## src/rtl/argmax_pkg.sv

```systemverilog
// Shared definitions for the argmax sequencer: default sizes, FSM encoding, counter sizing.
// Latency: none (declarations only).
// Backpressure: none (declarations only).
package argmax_pkg;

  localparam int NUM_CLASSES_DEF = 10;
  localparam int DATA_WIDTH_DEF  = 16;
  localparam int IDX_WIDTH_DEF   = 4;
  localparam int ADDR_WIDTH_DEF  = 4;

  typedef enum logic [1:0] {
    S_IDLE  = 2'd0,
    S_READ  = 2'd1,
    S_DRAIN = 2'd2,
    S_DONE  = 2'd3
  } state_t;

  // The read counter must hold NUM_CLASSES itself, which marks "all reads issued".
  function automatic int cnt_width(input int n);
    return $clog2(n + 1);
  endfunction

endpackage

```

## src/rtl/argmax_track_max.sv

```systemverilog
// Running signed maximum and its index; max_val/max_idx already include the score presented now.
// Latency: registers update on the edge after a valid score; outputs reflect it combinationally.
// Backpressure: none, accepts one score per cycle whenever valid is high.
module argmax_track_max
  import argmax_pkg::*;
#(
  parameter int DATA_WIDTH = DATA_WIDTH_DEF,
  parameter int IDX_WIDTH  = IDX_WIDTH_DEF
) (
  input  logic                         clk,
  input  logic                         rst,
  input  logic                         first,
  input  logic                         valid,
  input  logic signed [DATA_WIDTH-1:0] score,
  input  logic        [IDX_WIDTH-1:0]  index,
  output logic signed [DATA_WIDTH-1:0] max_val,
  output logic        [IDX_WIDTH-1:0]  max_idx
);

  logic signed [DATA_WIDTH-1:0] max_q;
  logic        [IDX_WIDTH-1:0]  idx_q;
  logic                         take;

  // Strictly-greater signed compare keeps the lower index on ties; the first score always loads.
  always_comb begin
    take    = valid && (first || (score > max_q));
    max_val = take ? score : max_q;
    max_idx = take ? index : idx_q;
  end

  // Hold the running winner between scores.
  always_ff @(posedge clk or posedge rst) begin
    if (rst) begin
      max_q <= '0;
      idx_q <= '0;
    end else if (take) begin
      max_q <= score;
      idx_q <= index;
    end
  end

endmodule

```

## src/rtl/argmax_sequencer.sv

```systemverilog
// Scans NUM_CLASSES signed scores one per cycle from a buffer and returns the argmax.
// Latency: start accepted at edge T -> reads on edges T+1..T+N, result_valid at edge T+N+2.
// Backpressure: result held in DONE until result_ready; start ignored outside IDLE.
module argmax_sequencer
  import argmax_pkg::*;
#(
  parameter int NUM_CLASSES = NUM_CLASSES_DEF,
  parameter int DATA_WIDTH  = DATA_WIDTH_DEF,
  parameter int IDX_WIDTH   = IDX_WIDTH_DEF,
  parameter int ADDR_WIDTH  = ADDR_WIDTH_DEF,
  parameter int BASE_ADDR   = 0
) (
  input  logic                  clk,
  input  logic                  rst,
  input  logic                  start,
  output logic                  busy,
  output logic                  score_rd_en,
  output logic [ADDR_WIDTH-1:0] score_rd_addr,
  input  logic [DATA_WIDTH-1:0] score_rd_data,
  output logic                  result_valid,
  input  logic                  result_ready,
  output logic [IDX_WIDTH-1:0]  predicted_digit,
  output logic [DATA_WIDTH-1:0] max_score
);

  localparam int               CNT_W   = cnt_width(NUM_CLASSES);
  localparam logic [CNT_W-1:0] CNT_END = CNT_W'(NUM_CLASSES);

  state_t                       state;
  logic [CNT_W-1:0]             cnt;
  logic [IDX_WIDTH-1:0]         rd_idx;
  logic                         d_vld;
  logic [IDX_WIDTH-1:0]         d_idx;
  logic [ADDR_WIDTH-1:0]        issue_addr;
  logic                         trk_first;
  logic signed [DATA_WIDTH-1:0] trk_val;
  logic [IDX_WIDTH-1:0]         trk_idx;

  // Address of the class about to be read, and first-score detection on the returning data.
  always_comb begin
    issue_addr = ADDR_WIDTH'(BASE_ADDR) + ADDR_WIDTH'(cnt);
    trk_first  = d_vld && (d_idx == '0);
  end

  // Control FSM; all outputs are registered. cnt==CNT_END means every read has been issued.
  always_ff @(posedge clk or posedge rst) begin
    if (rst) begin
      state           <= S_IDLE;
      cnt             <= '0;
      rd_idx          <= '0;
      busy            <= 1'b0;
      score_rd_en     <= 1'b0;
      score_rd_addr   <= '0;
      result_valid    <= 1'b0;
      predicted_digit <= '0;
      max_score       <= '0;
    end else begin
      case (state)
        S_IDLE: begin
          if (start) begin
            state <= S_READ;
            cnt   <= '0;
            busy  <= 1'b1;
          end
        end
        S_READ: begin
          if (cnt == CNT_END) begin
            score_rd_en   <= 1'b0;
            score_rd_addr <= '0;
            state         <= S_DRAIN;
          end else begin
            score_rd_en   <= 1'b1;
            score_rd_addr <= issue_addr;
            rd_idx        <= IDX_WIDTH'(cnt);
            cnt           <= cnt + CNT_W'(1);
          end
        end
        S_DRAIN: begin
          // The tracker outputs already fold in the last score returning this cycle.
          state           <= S_DONE;
          result_valid    <= 1'b1;
          predicted_digit <= trk_idx;
          max_score       <= trk_val;
        end
        S_DONE: begin
          if (result_ready) begin
            state        <= S_IDLE;
            result_valid <= 1'b0;
            busy         <= 1'b0;
          end
        end
        default: state <= S_IDLE;
      endcase
    end
  end

  // Delay the read strobe and its class index to line up with the buffer's one-cycle read data.
  always_ff @(posedge clk or posedge rst) begin
    if (rst) begin
      d_vld <= 1'b0;
      d_idx <= '0;
    end else begin
      d_vld <= score_rd_en;
      d_idx <= rd_idx;
    end
  end

  argmax_track_max #(
    .DATA_WIDTH (DATA_WIDTH),
    .IDX_WIDTH  (IDX_WIDTH)
  ) u_track (
    .clk     (clk),
    .rst     (rst),
    .first   (trk_first),
    .valid   (d_vld),
    .score   ($signed(score_rd_data)),
    .index   (d_idx),
    .max_val (trk_val),
    .max_idx (trk_idx)
  );

endmodule

```

## config.mk

```make
export PLATFORM = sky130hd
export DESIGN_NAME = argmax_sequencer
export DESIGN_NICKNAME = d
export VERILOG_FILES = /design/src/rtl/argmax_pkg.sv /design/src/rtl/argmax_track_max.sv /design/src/rtl/argmax_sequencer.sv
export SDC_FILE = /design/constraint.sdc
export NUM_CORES = 1
export LEC_CHECK = 0
export CAP_MARGIN = 10
export CORE_ASPECT_RATIO = 0.7
export CORE_UTILIZATION = 48
export DETAILED_ROUTE_END_ITERATION = 10
export GPL_ROUTABILITY_DRIVEN = 0
export PLACE_DENSITY = 0.85
export SLEW_MARGIN = 5
export SYNTH_ARGS = -nofsm -noshare
export SYNTH_HDL_FRONTEND = slang
export SYNTH_SLANG_ARGS = --single-unit
```

## constraint.sdc

```tcl
create_clock -name clk -period 2.3 [get_ports clk]
set_input_delay 0.69 -clock clk [delete_from_list [all_inputs] [get_ports clk]]
set_output_delay 0.69 -clock clk [all_outputs]
set_load 0.01 [all_outputs]
```

==> results.yml <==
timing:
  fin_ws_ps: -91.6
  tns_ps: -993
  max-slew-margin-rel: 0.696
  finalHoldViolCount: 0
  grt_setup_unrepaired: "true"
  finClkSkew_ps: 10.2
  fin_crit_ps: 2390
  period_share: 1.04
  setup-violations-final: 21
  tightest_slew_ps: 456
  drv_slew: 0
  holdWs_ps: 385
  max_freq_ghz: 0.418
outcome:
  status: "finished, violations left"
  violations: "setup timing"
clock_network:
  cts-root-buf: "clkbuf_8"
  cts_tree: "yes"
  cts_sinks: 62
  path_clk_slew_ps: 80
  holdBufCountCts: 0
  cts_buffer_depth: 2
  clk_latency_ps: 350
  htree_levels: 3
  cts_buffers: 9
yosys:
  ys_seq_elements: 62
  ys.flop_type: "dfrtp_1"
  synth.net_count: 332
  muxShareOfSynthArea: 0.0431
  ys_types: 35
  synth_edf_count: 0
  synth-xor-area-share: 0
  synthSimpleGateAreaFrac: 0.148
  async_reset_ff_frac: 1.00
  synth_compound_area_frac: 0.137
  ys_seq_area_frac: 0.523
  yosysWarnings: 0
  postSynthCellCount: 290
  synth_top_family_by_area: "simple AND/OR/NAND/NOR gates"
  syn_area_per_cell_um2: 10.2
  syn_area_um2: 2960
  synth_fa_ha_area_frac: 0.0929
global_route:
  grt-ovfl-total: 0
  grt_pass1_vias: 2360
  antenna_found_initial: 1
  grt.total_usage: 0.254
  grt_max_degree: 63
  grt_pass1_wl_um: 11800
drt:
  via_per_inst: 5.51
  wl_per_cell_um: 17.7
  vias: 2392
  post-route-drc-count: 0
  drt_iter0_markers: 105
  drt_first_pass_iters: 4
  ant_nets: 0
  wirelength_um: 7700
floorplanning:
  dieArea_um2: 6500
  ios: 47
  initial_core_util: 0.507
  die_y_um: 67.7
  core_area_um2: 5840
  row_count: 23
  die_x_um: 95.9
power_and_ir_drop:
  p_total_uw: 6240
  p_leak_uw: 0.00189
  pwr_density_cell_nw_per_um2: 1490
  peakVddDrop_uv: 680
placed_design:
  dp_hpwl_um: 4620
  port_buffers: 46
  place_ws_ps: -824
  post_dp_cell_area_um2: 3640
final_layout:
  fin_nets: 395
  layout-drive-gt1-share: 0.302
  fin_area_um2: 4180
  n_fill_cell: 365
  area_growth_pct: 40.9
  seqCellArea_um2: 1550
  multi_input_area_um2: 1610
setup_path:
  critPathKind: "in -> reg"
  cp_cell_sequence: "buf_6, ha_4, nand4_1, a211oi_2, o21ai_2, a31o_4, mux2_4, mux2_4"
  path_max_fanout: 5
  critical_path_arrival_ps: 2620
  critical-path-max-stage-delay_ps: 330
  crit_required_ps: 2530
  crit_top_cell: "mux2_4"
  start_kind: "input pin"
  endpoint_kind: "flop"
  slowest_stage: "a211oi_2"
job:
  drv_cap: 0
hold_path:
  hp-class: "reg -> reg"
## cell usage in the layout, fill, tap and decap left out, drive strengths merged, types with 2 or more instances in the layout
cell type,instances
a21oi,9
a22o,3
a31oi,17
buf,27
clkbuf,9
clkdlybuf4s15,4
clkdlybuf4s50,30
clkinv,4
dfrtp,62
dlygate4sd2,3
ha,22
inv,29
mux2,10
nand2,37
nand2b,3
nand4,2
nor2,19
nor2b,5
nor3,2
o21ai,31
or3,16
## stage by stage
stage | utilization | instances
floorplan | - | 290
global placement | 0.624 | 409
detailed placement | 0.624 | 409
CTS | 0.694 | 430
global route | 0.715 | 434
finish | 0.715 | 434
## where the power goes
group	switching, µW	internal [µW]
clock network	461	503
logic	1850	1620
registers	262	1540
## synthesized netlist by cell type (2+ instances only)
cell type | instances | area [µm²]
o21ai_1 | 2 | 10.0
a21oi_1 | 9 | 45.0
nand2_1 | 37 | 139
or3_1 | 14 | 87.6
mux2_2 | 6 | 67.6
nand2b_1 | 3 | 18.8
a31oi_1 | 16 | 100
nor3_1 | 2 | 10.0
inv_1 | 28 | 105
nand4_1 | 2 | 12.5
buf_6 | 2 | 22.5
clkbuf_1 | 9 | 33.8
nor2b_1 | 5 | 31.3
nor2_1 | 19 | 71.3
a22o_1 | 3 | 26.3
mux2_4 | 4 | 60.1
o21ai_0 | 29 | 145
dfrtp_1 | 62 | 1550
ha_1 | 22 | 275
## final timing paths
| path | from | to | slack (ps) | depth (start not counted) |
|---|---|---|---|---|
| worst max-delay path | score_rd_data[7] | predicted_digit[1] | -90 | 8 |
| worst min-delay path | rd_idx[1] | d_idx[1] | 390 | 0 |
| worst max register to register | u_track.max_q[4] | predicted_digit[1] | -70 | 8 |
| worst min register to register | rd_idx[1] | d_idx[1] | 390 | 0 |
| max in group asynchronous | rst | predicted_digit[1] | 1310 | 3 |
| min in group asynchronous | rst | score_rd_addr[1] | 710 | 3 |
## sequential cells by signal, indices dropped and copies added, names as in the netlist, 2 cells and up
signal	count
max_score	16
u_track.max_q	16
cnt	4
d_idx	4
predicted_digit	4
rd_idx	4
score_rd_addr	4
u_track.idx_q	4
state	2
## metal layers
metal | global-route usage | routed length (µm)
met1 | 0.317 | 3360
met3 | 0.0811 | 339
met2 | 0.410 | 3790
met5 | 0 | 0
met4 | 0.104 | 218
## layout make-up
type	instances	share of cell area
multi-input cells	188	0.386
diodes	1	0.000599
well taps	75	0.0225
clock inverters	7	0.0177
flip-flops and latches	62	0.372
repair buffers	64	0.147
clock buffers	9	0.0297
inverters	28	0.0252
## repair_timing
action / CTS / global route
cloned: 1 / 0
buffers inserted: 4 / 3
endpoints found under the setup margin: 40 / 36
resized for setup: 85 / 27
pin swaps: 31 / 11
## logic make-up after synthesis
logic type,after synthesis
compound gates,67
fa+ha+maj,22
buf+inv,40
flops,62
mux,10
simple gates,89
## worst max-delay path, delay by kind of cell
family,cells,cell delay [ps]
compound gates,3,730
buf+inv,1,110
mux,2,570
simple gates,1,240
fa+ha+maj,1,280
Note: power is estimated with default switching activity, not from simulation.
